File: src/rtl/jtdd_rom_pkg.sv
// Shared FSM type, SDRAM address width and beat counts for the gfx ROM responder.
package jtdd_rom_pkg;

  localparam int SDRAM_AW = 22;
  localparam int BEATS_8  = 1;
  localparam int BEATS_16 = 1;
  localparam int BEATS_32 = 2;

  typedef enum logic [1:0] {
    IDLE,
    REQ,
    WAIT
  } rom_state_t;

  function automatic int rom_beats(input int dw);
    if (dw == 32) return BEATS_32;
    if (dw == 8) return BEATS_8;
    return BEATS_16;
  endfunction

endpackage

File: src/rtl/jtdd_romrsp_cache.sv
// Tag/valid/data store (1 or 2 entries, LRU victim when 2); combinational lookup, fill written on the clock.
// No backpressure: a fill is always accepted and replaces an invalid entry first, else the LRU one.
module jtdd_romrsp_cache #(
  parameter int DEPTH = 1,
  parameter int TW    = 22,
  parameter int EW    = 16
) (
  input  logic          clk,
  input  logic          rst_n,
  input  logic [TW-1:0] lookup_tag,
  input  logic          lookup_en,
  output logic          hit,
  output logic [EW-1:0] hit_dat,
  input  logic          fill_vld,
  input  logic [TW-1:0] fill_tag,
  input  logic [EW-1:0] fill_dat
);

  logic [DEPTH-1:0] valid;
  logic [TW-1:0]    tag [DEPTH];
  logic [EW-1:0]    dat [DEPTH];
  logic             lru;
  logic             hit_way;
  logic             victim;

  always_comb begin
    hit     = 1'b0;
    hit_dat = '0;
    hit_way = 1'b0;
    for (int i = 0; i < DEPTH; i++) begin
      if (valid[i] && tag[i] == lookup_tag) begin
        hit     = 1'b1;
        hit_dat = dat[i];
        hit_way = 1'(i);
      end
    end
  end

  // Empty slots are used before evicting anything.
  always_comb begin
    victim = lru;
    if (DEPTH == 1) victim = 1'b0;
    else if (!valid[0]) victim = 1'b0;
    else if (!valid[DEPTH-1]) victim = 1'b1;
  end

  always_ff @(posedge clk or negedge rst_n) begin
    if (!rst_n) begin
      valid <= '0;
      lru   <= 1'b0;
      for (int i = 0; i < DEPTH; i++) begin
        tag[i] <= '0;
        dat[i] <= '0;
      end
    end else begin
      if (fill_vld) begin
        valid[victim] <= 1'b1;
        tag[victim]   <= fill_tag;
        dat[victim]   <= fill_dat;
        lru           <= ~victim;
      end else if (lookup_en && hit) begin
        lru <= ~hit_way;
      end
    end
  end

endmodule

File: src/rtl/jtdd_romrsp.sv
// Gfx ROM responder: maps requester addr to SDRAM words, fetches on miss, ok one clk after a hit.
// SDRAM req held until ack; optional 2-entry LRU cache with JTDD_ROMRSP_CACHE_EN, else one entry.
module jtdd_romrsp
  import jtdd_rom_pkg::*;
#(
  parameter int                  AW     = 17,
  parameter int                  DW     = 16,
  parameter logic [SDRAM_AW-1:0] OFFSET = 22'h0
) (
  input  logic                clk,
  input  logic                rst_n,
  input  logic                cs,
  input  logic [AW-1:0]       addr,
  output logic [DW-1:0]       dout,
  output logic                ok,
  output logic [SDRAM_AW-1:0] sdram_addr,
  output logic                sdram_req,
  input  logic                sdram_ack,
  input  logic                sdram_dst,
  input  logic [15:0]         sdram_din
);

  localparam int EW     = (DW == 32) ? 32 : 16;
  localparam int NBEATS = rom_beats(DW);
`ifdef JTDD_ROMRSP_CACHE_EN
  localparam int DEPTH  = 2;
`else
  localparam int DEPTH  = 1;
`endif

  rom_state_t          state, state_nxt;
  logic [SDRAM_AW-1:0] word_ofs, cur_word, addr_nxt;
  logic                req_nxt;
  logic                beat, beat_nxt, beat_ok;
  logic                fill_vld, hit, bypass;
  logic [EW-1:0]       hit_dat, fill_dat, word_dat;
  logic [DW-1:0]       sel_dat;

  if (DW == 8) begin : g_map8
    assign word_ofs = SDRAM_AW'(addr[AW-1:1]);
  end else if (DW == 32) begin : g_map32
    assign word_ofs = SDRAM_AW'({addr, 1'b0});
  end else begin : g_map16
    assign word_ofs = SDRAM_AW'(addr);
  end

  // Wraps modulo 2^22 by construction of the result width.
  assign cur_word = OFFSET + word_ofs;

  if (EW == 32) begin : g_fill32
    logic [15:0] beat_lo;
    always_ff @(posedge clk or negedge rst_n) begin
      if (!rst_n) beat_lo <= '0;
      else if (beat_ok) beat_lo <= sdram_din;
    end
    assign fill_dat = {sdram_din, beat_lo};
  end else begin : g_fill16
    assign fill_dat = sdram_din;
  end

  jtdd_romrsp_cache #(
    .DEPTH (DEPTH),
    .TW    (SDRAM_AW),
    .EW    (EW)
  ) u_cache (
    .clk        (clk),
    .rst_n      (rst_n),
    .lookup_tag (cur_word),
    .lookup_en  (cs),
    .hit        (hit),
    .hit_dat    (hit_dat),
    .fill_vld   (fill_vld),
    .fill_tag   (sdram_addr),
    .fill_dat   (fill_dat)
  );

  always_comb begin
    state_nxt = state;
    req_nxt   = sdram_req;
    addr_nxt  = sdram_addr;
    beat_nxt  = beat;
    fill_vld  = 1'b0;
    // A dst arriving alongside ack already belongs to this transfer.
    beat_ok   = sdram_dst && (state == WAIT || (state == REQ && sdram_ack));
    case (state)
      IDLE: begin
        if (cs && !hit) begin
          state_nxt = REQ;
          req_nxt   = 1'b1;
          addr_nxt  = cur_word;
          beat_nxt  = 1'b0;
        end
      end
      REQ: begin
        if (sdram_ack) begin
          state_nxt = WAIT;
          req_nxt   = 1'b0;
        end
      end
      default: ;
    endcase
    if (beat_ok) begin
      if (NBEATS == 1 || beat) begin
        fill_vld  = 1'b1;
        state_nxt = IDLE;
      end else begin
        beat_nxt = 1'b1;
      end
    end
  end

  always_ff @(posedge clk or negedge rst_n) begin
    if (!rst_n) begin
      state      <= IDLE;
      sdram_req  <= 1'b0;
      sdram_addr <= '0;
      beat       <= 1'b0;
    end else begin
      state      <= state_nxt;
      sdram_req  <= req_nxt;
      sdram_addr <= addr_nxt;
      beat       <= beat_nxt;
    end
  end

  // Forward the word being filled so ok rises the clk right after the last beat.
  assign bypass   = fill_vld && (sdram_addr == cur_word);
  assign word_dat = bypass ? fill_dat : hit_dat;

  if (DW == 8) begin : g_sel8
    assign sel_dat = addr[0] ? word_dat[15:8] : word_dat[7:0];
  end else begin : g_seln
    assign sel_dat = word_dat;
  end

  always_ff @(posedge clk or negedge rst_n) begin
    if (!rst_n) begin
      ok   <= 1'b0;
      dout <= '0;
    end else if (cs && (hit || bypass)) begin
      ok   <= 1'b1;
      dout <= sel_dat;
    end else begin
      ok   <= 1'b0;
    end
  end

endmodule
File: config.mk
export PLATFORM = sky130hd
export DESIGN_NAME = jtdd_romrsp
export DESIGN_NICKNAME = d
export VERILOG_FILES = /design/src/rtl/jtdd_rom_pkg.sv /design/src/rtl/jtdd_romrsp_cache.sv /design/src/rtl/jtdd_romrsp.sv
export SDC_FILE = /design/constraint.sdc
export NUM_CORES = 1
export LEC_CHECK = 0
export BUFFER_PORTS_ARGS = -buffer_cell sky130_fd_sc_hd__buf_4
export CAP_MARGIN = 5
export CORE_MARGIN = 10
export CORE_UTILIZATION = 45
export DETAILED_ROUTE_END_ITERATION = 6
export PLACE_DENSITY = 0.71
export SLEW_MARGIN = 20
export SYNTH_ARGS = -nofsm -noshare
export SYNTH_HDL_FRONTEND = slang
export SYNTH_SLANG_ARGS = --single-unit
File: constraint.sdc
create_clock -name clk -period 2.3 [get_ports clk]
set_input_delay 0.46 -clock clk [delete_from_list [all_inputs] [get_ports clk]]
set_output_delay 0.46 -clock clk [all_outputs]
set_load 0.03 [all_outputs]
==> results, run 1 <==
- The layer with the highest usage is met2.
- The maximum number of pins on one net before global-route repair is 72.
- Pin placement for this block handled 78 I/O pins.
- Counting flops with a built-in enable in the synthesized netlist gives 0.
- The synthesized area divided by synthesized cell count is 13.1 µm².
- The max capacitance violation total is 0.
- Summing the areas of all and, or, nand and nor instances in the mapped netlist gives 7.06% of the synthesized area.
- The post-placement worst setup slack is -179 ps.
- CTS placed an instance of sky130_fd_sc_hd__clkbuf_8 at the clock tree root.
- The fraction of final layout cells sized beyond drive strength 1 is 38.3%.
- The number of detailed-routing iterations run before antenna repair is 4.
- The number of slew-limit violations in the final report is 0.
- After layout, the design draws a total of 4.94 mW.
- The site row count is 31.
- The initial antenna violation count is 0.
- The portion of the clock cycle consumed by the worst path in the final layout is 95.8%.
- The analysis attributes to cell leakage a power of 2.01 nW.
- By area, the combinational part of the netlist is dominated by multiplexers.
- For this run, the top clock speed supported by timing is 454 MHz.
- The launch instance of the worst register-to-register path is u_cache.tag[6].
- The filler cells instantiated in the layout total 621.
- The commonest register cell after synthesis is sky130_fd_sc_hd__dfrtp_1.
- The detailed router finished its first iteration with 136 violations.
- Global routing used 14.6% of the available tracks across all layers.
- The mux cell area share after synthesis is 16.4%.
- The final layout contains routed wiring with a total length of 8120 µm.
- The run finished with clean final reports.
- The class of the tightest hold or removal check is input port to async pin.
- The count of cells in the finished layout, fillers not included, comes to 457.
- The number of vias per cell is 5.30.
- After routing, the total negative slack on setup checks comes to 0 ps.
- For this design, the sink count on the clock tree is 71.
- The data required time of the worst path is 2530 ps.
- The maximum vdd ir drop is 0.647 mV.
- The number of hold-slack violations in the final timing report was 0.
- The number of nets in the layout is 391.
- Including well taps, the total number of placed cells is 440.
- The register bit count reported by yosys is 71.
- After Yosys synthesis, full adders, half adders and majority gates account for 0% of the synthesized area.
- Data arrives at the worst endpoint at 2440 ps.
- The antenna diode instance count is 0.
- The vertical extent of the die is 107 µm.
- In the global route stage, met2 resource usage came out at 23.3%.
- Summing all placed instances gives a cell area of 0.00420 mm².
- The path depth of the worst reg2reg path is 7.
- The endpoint identified for the worst register-to-register timing path is dout[6].
- For met1 alone, demand over resource in global routing was 17.6%.
- The post-detailed-route count of antenna-violating nets is 0.
- The wire-length estimate of the detail-placed layout is 5690 µm.
- The detail-routed net length per standard cell is 17.8 µm.
- From left edge to right edge, the die measures 107 µm.
- Summing the sequential cell areas from Yosys gives 51.7% of the chip area.
- The number of global-route vias before repair is 2674.
- The number of buffers inserted by port buffering is 72.
- After Yosys synthesis, XOR and XNOR cells account for 8.66% of the synthesized area.
- For this run, global-route usage on met3 was measured as 4.01%.
- The clock-pin slew on the worst setup and hold paths is 70 ps.
- The start-to-end type of the worst setup path is register to register.
- The initial core utilization is 46.9%.
- The first-pass GRT wire length is 13300 µm.
- The cell area after synthesis is 0.00344 mm².
- The final setup violation count is 0.
- The routed layout has 2421 vias.
- The type of destination of the critical path is a register.
- At the later pin of the worst-skew pair, clock insertion delay measures 350 ps.
- The setup check on the worst reg-to-reg path leaves a slack of 100 ps.
- The synthesized-area fraction occupied by ao, oa, aoi and oai cells is 11.4%.
- The largest fanout on the critical path is 16.
- The post-synthesis cell count is 263.
- The relative area change from synthesis to final layout is 27.8%.
- The area of all placed cells without fillers is 0.00439 mm².
- The smallest clock period supported by the final layout is computed as 2200 ps.
- The post-detailed-route DRC marker count is 0.
- The H-tree generated during clock tree synthesis spans 3 levels.
- The die covers 0.0115 mm².
- The overall overflow remaining after global route is 0.
- The Yosys step of the flow raised 0 warnings.
- The last weighted congestion value of the routability-driven placer is 0.745.
- Setup slack closes at 95.5 ps.
- In this run the standard cell core region covers 0.00733 mm².
- The buffer levels on the longest clock path is 2.
- The async set or reset register ratio after synthesis is 100%.
- In this run the power density over the cells is 1120 mW/mm².
- The kind of start point of the critical path is a register.
- In this run, CTS created clock tree buffers numbering 9.
- The count of distinct cell types in the synthesized netlist is 36.
- Setup repair after global routing left no endpoint under its margin.
- The final worst clock skew is 8.83 ps.
- TritonCTS built the clock tree.
[critical path, stage by stage (launching register included)]
cell and delay, ps:
sky130_fd_sc_hd__dfrtp_1 390, sky130_fd_sc_hd__xor2_1 150, sky130_fd_sc_hd__nor4_1 420, sky130_fd_sc_hd__buf_4 190
sky130_fd_sc_hd__nand2_1 120, sky130_fd_sc_hd__a2111o_2 410, sky130_fd_sc_hd__buf_12 160, sky130_fd_sc_hd__o221a_1 240
[placed cells by master, fill, tap and decap left out, types with 4 or more instances in the layout]
master	netlist	layout
sky130_fd_sc_hd__buf_12	0	4
sky130_fd_sc_hd__buf_4	6	87
sky130_fd_sc_hd__clkbuf_8	0	10
sky130_fd_sc_hd__clkinv_2	0	4
sky130_fd_sc_hd__conb_1	1	5
sky130_fd_sc_hd__dfrtp_1	71	71
sky130_fd_sc_hd__inv_1	19	19
sky130_fd_sc_hd__mux2_1	28	28
sky130_fd_sc_hd__mux2_2	22	22
sky130_fd_sc_hd__nand2_1	5	5
sky130_fd_sc_hd__nor2_1	5	5
sky130_fd_sc_hd__o221a_1	16	16
sky130_fd_sc_hd__o221ai_1	16	16
sky130_fd_sc_hd__xor2_1	33	33
[registers in the layout (all words and copies together), names as in the netlist]
name / flops
dout: 16
ok: 1
sdram_addr: 17
sdram_req: 1
state: 2
u_cache.dat: 16
u_cache.tag: 17
u_cache.valid: 1
[cells in the mapped netlist (3+ instances only)]
master	n	area [µm²]
sky130_fd_sc_hd__mux2_2	22	248
sky130_fd_sc_hd__nor3_1	3	15.0
sky130_fd_sc_hd__buf_4	6	45.0
sky130_fd_sc_hd__buf_1	3	11.3
sky130_fd_sc_hd__nand2_1	5	18.8
sky130_fd_sc_hd__nor4_1	3	18.8
sky130_fd_sc_hd__clkbuf_1	4	15.0
sky130_fd_sc_hd__mux2_1	28	315
sky130_fd_sc_hd__xor2_1	33	289
sky130_fd_sc_hd__o221a_1	16	180
sky130_fd_sc_hd__nor2_1	5	18.8
sky130_fd_sc_hd__inv_1	19	71.3
sky130_fd_sc_hd__o221ai_1	16	140
sky130_fd_sc_hd__dfrtp_1	71	1780
[per-stage QoR]
step | hold WS [ps] | util (%)
2_1_floorplan | 164 | -
3_3_place_gp | 464 | 57.3
3_5_place_dp | 477 | 57.3
4_1_cts | 120 | 59.6
5_1_grt | 138 | 59.9
6_report | 90.1 | 59.9
[cells by family after synthesis]
kind of cell	count (synthesis)
and+or+nand+nor	32
AOI/OAI and AO/OA	40
other	1
muxes	50
buffers and inverters	35
DFF	71
xor gates and xnor gates	34
[repair_timing]
item                                    CTS  global route
hold buffers                              0             0
resized for setup                         0             1
setup buffers                             0             1
endpoints found under the setup margin    0            15
[metal layers]
layer | share of wire (%) | vias up
met4 | 2.1 | 0
met1 | 44 | 1217
li1 | - | 1135
met3 | 5.7 | 15
met2 | 48 | 54
met5 | 0 | -
[final cells by class]
cell class                      instances  area (µm²)  area share, %
Sequential cell                        71        1780           40.4
Multi-Input combinational cell        161        1510           34.5
Timing Repair Buffer                   91         733           16.7
Clock buffer                           10         138           3.13
Tap cell                               99         124           2.82
Inverter                               19        71.3           1.62
Clock inverter                          6        36.3          0.826
[where the power goes]
| group | internal, mW | total [mW] | switching [mW] |
|---|---|---|---|
| clock network | 0.414 | 0.893 | 0.479 |
| registers | 1.73 | 2.11 | 0.379 |
| logic | 0.910 | 1.93 | 1.02 |
| total | 3.06 | 4.94 | 1.88 |
[worst max-delay path by stage]
| stage | startpoint | to |
|---|---|---|
| after floorplan | sdram_addr[11] | dout[0] |
| after global placement | addr[6] | dout[11] |
| after detailed placement | addr[6] | dout[6] |
| after CTS | u_cache.tag[6] | dout[6] |
| after global routing | u_cache.tag[11] | dout[2] |
| final | u_cache.tag[6] | dout[6] |
Power figures use the tool's default switching activity.
==> run 2: changes to the inputs <==
--- a/config.mk
+++ b/config.mk
@@ -11,6 +11,7 @@
 export CORE_UTILIZATION = 45
 export DETAILED_ROUTE_END_ITERATION = 6
 export PLACE_DENSITY = 0.71
+export RECOVER_POWER = 50
 export SLEW_MARGIN = 20
 export SYNTH_ARGS = -nofsm -noshare
 export SYNTH_HDL_FRONTEND = slang
==> results, run 2 (synthesized netlist as in run 1, its figures left out) <==
- The kind of start point of the critical path is a register.
- Leaving out fill and tap cells, the most frequent cell in the layout is sky130_fd_sc_hd__dfrtp_1.
- The clock-pin slew on the worst setup and hold paths came to 80 ps (about the same).
- The half-perimeter wire length after detailed placement came to 5690 µm (unchanged).
- The post-detailed-route count of antenna-violating nets is 0 (unchanged).
- The number of filler instances in the final layout was 643 (+3.5%).
- The initial core utilization was 46.9% (unchanged).
- The leakage power figure is 1.96 nW (-2.7%).
- The final cell utilization of the core was 58.9% (-1.0 points).
- The overall overflow remaining after global route is 0 (unchanged).
- The maximum achievable frequency is 453 MHz (about the same).
- The final routed wirelength across all metal layers is 8140 µm (+0.34%).
- The number of vias per cell was 5.23 (-1.3%).
- The worst hold-check slack is 307 ps (+217 ps).
- The number of hold-repair buffers added at the cts stage came to 0 (unchanged).
- Setup repair after global routing left no endpoint under its margin.
- The class of the tightest hold or removal check is input port to register.
- In the final layout, the registers with the most flip-flops are sdram_addr x17, u_cache.tag x17.
- The vertical extent of the die is 107 µm (unchanged).
- The post-layout worst setup margin is 93.6 ps (-1.93 ps).
- The cell count of the worst hold path is 2.
- The die extent in x was 107 µm (unchanged).
- The max capacitance violation total was 1 (+1).
- In this run the clock root is driven by a sky130_fd_sc_hd__clkbuf_8.
- The maximum number of pins on one net before global-route repair is 72 (unchanged).
- The number of buffers inserted by port buffering is 72 (unchanged).
- The initial antenna violation count is 0 (unchanged).
- The largest fanout on the critical path is 16 (unchanged).
- The critical path is of the register to register type.
- The detail-routed net length per standard cell is 17.8 µm (+0.34%).
- The path depth of the worst reg2reg path came to 7 (unchanged).
- The clock tree from TritonCTS is built.
- The final worst clock skew is 8.46 ps (-0.371 ps).
- The latest clock arrival within the worst-skew pair is 350 ps (about the same).
- The data required time of the worst path is 2540 ps (about the same).
- The worst pin sits at a relative slew slack of -17.0%.
- Compared with the post-synthesis result, the final layout area differs by 25.6%.
- The number of ports placed on the die boundary is 78 (unchanged).
- The number of nets in the layout came to 391 (unchanged).
- In the layout the commonest cells are sky130_fd_sc_hd__dfrtp_1 (71), sky130_fd_sc_hd__buf_4 (70), sky130_fd_sc_hd__xor2_1 (33).
- The post-placement worst setup slack came to -179 ps (unchanged).
- The area inside the core boundary is 0.00733 mm² (unchanged).
- The portion of the clock cycle consumed by the worst path in the final layout came to 95.9% (about the same).
- The global-route total usage across every layer is 14.6% (unchanged).
- The buffer levels on the longest clock path came to 2 (unchanged).
- The worst setup path is captured at a register.
- The last weighted congestion value of the routability-driven placer is 0.745 (unchanged).
- The maximum vdd ir drop is 0.649 mV (+0.22%).
- The number of hold-slack violations in the final timing report came to 0 (unchanged).
- The TritonCTS sink count is 71 (unchanged).
- The via count came to 2389 (-1.3%).
- The area enclosed by the die boundary came to 0.0115 mm² (unchanged).
- The number of global-route vias before repair was 2674 (unchanged).
- The critical path data arrival time was 2440 ps (about the same).
- The final reports fail on capacitance limit, slew limit.
- The final setup violation count was 0 (unchanged).
- The number of CTS-inserted buffers is 9 (unchanged).
- The number of detailed-routing iterations run before antenna repair is 5 (+1).
- The antenna diode instance count is 0 (unchanged).
- The clock period minus worst slack is 2210 ps (+1.93 ps).
- The cell area power density was 1140 mW/mm² (+1.7%).
- The deepest level of the CTS H-tree is 3 (unchanged).
- The site row count is 31 (unchanged).
- The number of slew-limit violations in the final report is 72 (+72).
- The run finished, with violations left.
- The post-detailed-route DRC marker count was 0 (unchanged).
- The first-iteration detailed-routing DRC count is 148 (+8.8%).
- At the pin with the least slew margin, the transition time is 1750 ps.
- The fraction of final layout cells sized beyond drive strength 1 came to 33.8% (-4.5 points).
- The first-pass GRT wire length is 13300 µm (unchanged).
## run 2: changes by cell type in the layout (fill, tap and decap cells not counted)
cell	change
sky130_fd_sc_hd__clkbuf_1	+16
sky130_fd_sc_hd__clkbuf_4	+1
sky130_fd_sc_hd__clkbuf_2	+1
sky130_fd_sc_hd__buf_12	-1
sky130_fd_sc_hd__buf_4	-17
## run 2: per-stage QoR
| stage | power, mW | setup TNS [ps] | cells | area [µm²] |
|---|---|---|---|---|
| 2_1_floorplan | 3.38 | 0 | 267 | 3450 |
| 4_1_cts | 5.00 | 0 | 456 | 4370 |
| 5_1_grt | 5.25 | 0 | 457 | 4320 |
| 3_5_place_dp | 4.09 | -4080 | 440 | 4200 |
| 6_report | 4.94 | 0 | 457 | 4320 |
| 3_3_place_gp | 4.02 | -2660 | 440 | 4200 |
## run 2: what timing repair did
item,in CTS,in global routing
resized for setup,0,1
setup buffers,0,1
setup endpoints to repair,0,15
## run 2: final cells by class
type	instances	area, µm²	area share, %
clock buffers	10	138	3.19
clock inverters	6	36.3	0.840
inverters	19	71.3	1.65
multi-input cells	161	1510	35.1
flip-flops and latches	71	1780	41.1
well taps	99	124	2.87
repair buffers	91	658	15.2
## run 2: layer usage
layer  vias to the layer above  GRT usage (%)  part of all wire, %
met1                      1192           17.6                   45
met5                         -              0                    0
li1                       1134              -                    -
met4                         0           7.54                  2.1
met2                        48           23.3                   48
met3                        15           4.01                  5.4
## run 2: final timing paths
check / startpoint / end / slack [ps]
worst max-delay path: u_cache.tag[6] / dout[6] / 90
worst min-delay path: sdram_dst / state[1] / 310
worst max register to register: u_cache.tag[6] / dout[6] / 90
worst min register to register: sdram_req / sdram_req / 490
max in group asynchronous: rst_n / u_cache.dat[8] / 580
min in group asynchronous: rst_n / sdram_addr[7] / 660
## run 2: critical path, cell delays in order, from the launching register on
cell and delay, ps:
sky130_fd_sc_hd__dfrtp_1 390, sky130_fd_sc_hd__xor2_1 150, sky130_fd_sc_hd__nor4_1 430, sky130_fd_sc_hd__buf_4 190
sky130_fd_sc_hd__nand2_1 120, sky130_fd_sc_hd__a2111o_2 410, sky130_fd_sc_hd__buf_12 160, sky130_fd_sc_hd__o221a_1 240
## run 2: power breakdown
part	internal, mW	switching (mW)
clock	0.414	0.484
sequential	1.73	0.380
combinational	0.899	1.02
total	3.05	1.89
==> run 3: changes to the inputs <==
--- a/config.mk
+++ b/config.mk
@@ -10,8 +10,8 @@
 export CORE_MARGIN = 10
 export CORE_UTILIZATION = 45
 export DETAILED_ROUTE_END_ITERATION = 6
-export PLACE_DENSITY = 0.71
-export RECOVER_POWER = 50
+export PLACE_DENSITY_LB_ADDON = 0.15
+export RECOVER_POWER = 25
 export SLEW_MARGIN = 20
 export SYNTH_ARGS = -nofsm -noshare
 export SYNTH_HDL_FRONTEND = slang
==> results, run 3 (synthesized netlist as in run 1, its figures left out) <==
- The critical path data arrival time is 2380 ps (-60 ps).
- The leading cell type in the layout, fill and taps excluded is sky130_fd_sc_hd__buf_4.
- Tracing the worst setup path back leads to its startpoint at sdram_addr[16].
- The area taken by multi-input logic gates is 0.00151 mm² (unchanged).
- STA classifies the critical path startpoint as a register.
- The overall overflow remaining after global route is 0 (unchanged).
- The post-detailed-route DRC marker count is 0 (unchanged).
- The first-iteration detailed-routing DRC count came to 86 (-42%).
- The class of the tightest hold or removal check is input port to register.
- The number of ports placed on the die boundary is 78 (unchanged).
- The number of slew-limit violations in the final report was 32 (-56%).
- The maximum achievable frequency came to 464 MHz (+2.3%).
- The initial antenna violation count is 0 (unchanged).
- The site row count is 31 (unchanged).
- The maximum number of pins on one net before global-route repair is 41 (-43%).
- The number of filler instances in the final layout is 597 (-7.2%).
- The largest registers in the layout are sdram_addr x17, u_cache.tag x17.
- The global-route total usage across every layer is 14.6% (+0.063 points).
- The start-to-end type of the worst setup path is register to register.
- The relative max-transition margin is -16.9% (+0.087 points).
- The number of global-route vias before repair is 2597 (-2.9%).
- TritonCTS built the clock tree.
- The portion of the clock cycle consumed by the worst path in the final layout is 93.8% (-2.1 points).
- The final routed wirelength across all metal layers is 8110 µm (-0.45%).
- The register-to-register path setup slack is 140 ps (+50 ps).
- The die extent in x is 107 µm (unchanged).
- The met2 wire length is 3750 µm (-3.0%).
- The max capacitance violation total came to 1 (unchanged).
- The cell count after placement is 441 (+0.23%).
- The top cell types in the final layout, fill and taps aside, are sky130_fd_sc_hd__buf_4 (87), sky130_fd_sc_hd__dfrtp_1 (71), sky130_fd_sc_hd__xor2_1 (33).
- The worst setup path is captured at a register.
- The clock-pin slew on the worst setup and hold paths is 80 ps (about the same).
- The last element of the critical path is dout[8].
- The worst hold-check slack came to 320 ps (+13.0 ps).
- The antenna diode instance count is 0 (unchanged).
- The area growth from synthesis to layout is 30.6%.
- The filler-free cell count of the finished design is 458 (+0.22%).
- The path depth of the worst reg2reg path came to 6 (-1).
- The initial core utilization is 46.9% (unchanged).
- The fraction of final layout cells sized beyond drive strength 1 came to 38.2% (+4.4 points).
- The vertical extent of the die is 107 µm (unchanged).
- The run finished, with violations left.
- Setup repair after global routing left no endpoint under its margin.
- The last weighted congestion value of the routability-driven placer is 0.755 (+1.4%).
- The number of detailed-routing iterations run before antenna repair was 4 (-1).
- The first-pass GRT wire length was 13500 µm (+1.2%).
- The deepest level of the CTS H-tree is 3 (unchanged).
- The TritonCTS sink count is 71 (unchanged).
- The storage element area is 0.00178 mm² (unchanged).
- The final reports fail on capacitance limit, slew limit.
- The setup TNS is 0 ps (unchanged).
- The leakage power figure is 2.05 nW (+4.8%).
- In this run the critical register-to-register path is captured at dout[8].
- The area enclosed by the die boundary is 0.0115 mm² (unchanged).
- The via count is 2400 (+0.46%).
- The area inside the core boundary is 0.00733 mm² (unchanged).
- The detail-routed net length per standard cell is 17.7 µm (-0.67%).
- The worst register-to-register path begins at sdram_addr[16].
- The number of CTS-inserted buffers is 9 (unchanged).
- The number of hold-slack violations in the final timing report is 0 (unchanged).
- The data required time of the worst path is 2520 ps (-20 ps).
- The final setup violation count was 0 (unchanged).
- The number of vias per cell was 5.24 (+0.24%).
- The latest clock arrival within the worst-skew pair is 350 ps (about the same).
- The amount of wire on met3 after detailed routing came to 499 µm (+14%).
- The slew of the pin with the lowest slew margin is 1750 ps (-1.31 ps).
- The final worst clock skew came to 8.09 ps (-0.370 ps).
- The startpoint of the worst hold path is sdram_dst.
- The met1 wire length came to 3720 µm (+1.5%).
- Signal routing reaches up to met4.
- The post-detailed-route count of antenna-violating nets is 0 (unchanged).
- The buffer levels on the longest clock path was 2 (unchanged).
- The master cell of the clock root buffer is sky130_fd_sc_hd__clkbuf_8.
- The number of nets in the layout was 392 (+0.26%).
- The maximum vdd ir drop was 0.802 mV (+24%).
- The clock period minus worst slack is 2160 ps (-49.3 ps).
- The number of buffers inserted by port buffering came to 72 (unchanged).
- The half-perimeter wire length after detailed placement is 5820 µm (+2.3%).
- The cell area power density came to 1200 mW/mm² (+4.6%).
- The largest fanout on the critical path is 16 (unchanged).
-- run 3: cell types whose count changed in the layout (fill, tap and decap cells not counted), sizes merged --
cell / change
clkbuf: -18
buf: +18
clkinv: -3
bufinv: +4
-- run 3: how the worst min path moves through the flow --
stage	end	cells past startpoint
floorplan	dout[0]	0
global placement	u_cache.tag[11]	1
detailed placement	sdram_addr[11]	1
CTS	dout[2]	1
global route	state[1]	2
finish	state[1]	2
-- run 3: what timing repair did --
item	4_1_cts	5_1_grt
gates resized for setup	0	1
buffers inserted	0	1
hold buffers	0	0
hold endpoints to repair	0	0
endpoints found under the setup margin	0	12
-- run 3: metrics by stage --
stage               cell area, µm²  util [%]  worst slack, ps  power [mW]
floorplan                     3450         -             86.3        3.38
global placement              4210      57.4            -58.9        4.04
detailed placement            4210      57.4            -91.0        4.10
CTS                           4470      61.0             61.6        5.44
global route                  4490      61.3             14.9        5.72
finish                        4490      61.3              143        5.37
-- run 3: per-layer routing --
layer	track usage (%)	vias to the layer above
met4	5.34	0
met1	18.6	1194
met3	4.73	11
met5	0	-
li1	-	1135
met2	22.8	60
-- run 3: cell type report --
cell class / count / area share (%)
Tap cell: 99 / 2.76
Clock inverter: 7 / 3.23
Sequential cell: 71 / 39.6
Clock buffer: 9 / 2.76
Multi-Input combinational cell: 161 / 33.7
Timing Repair Buffer: 92 / 16.4
Inverter: 19 / 1.59
-- run 3: worst max-delay path: stages (launching register included) --
cell,delay [ps]
sky130_fd_sc_hd__dfrtp_1,420
sky130_fd_sc_hd__xor2_1,170
sky130_fd_sc_hd__or4_1,610
sky130_fd_sc_hd__nor4b_4,280
sky130_fd_sc_hd__nand3_2,140
sky130_fd_sc_hd__buf_12,170
sky130_fd_sc_hd__o221a_1,230
-- run 3: power breakdown --
part	leakage (nW)	switching [mW]	internal, mW
clock	0.130	0.490	0.834
sequential	0.789	0.376	1.73
combinational	1.13	1.02	0.915
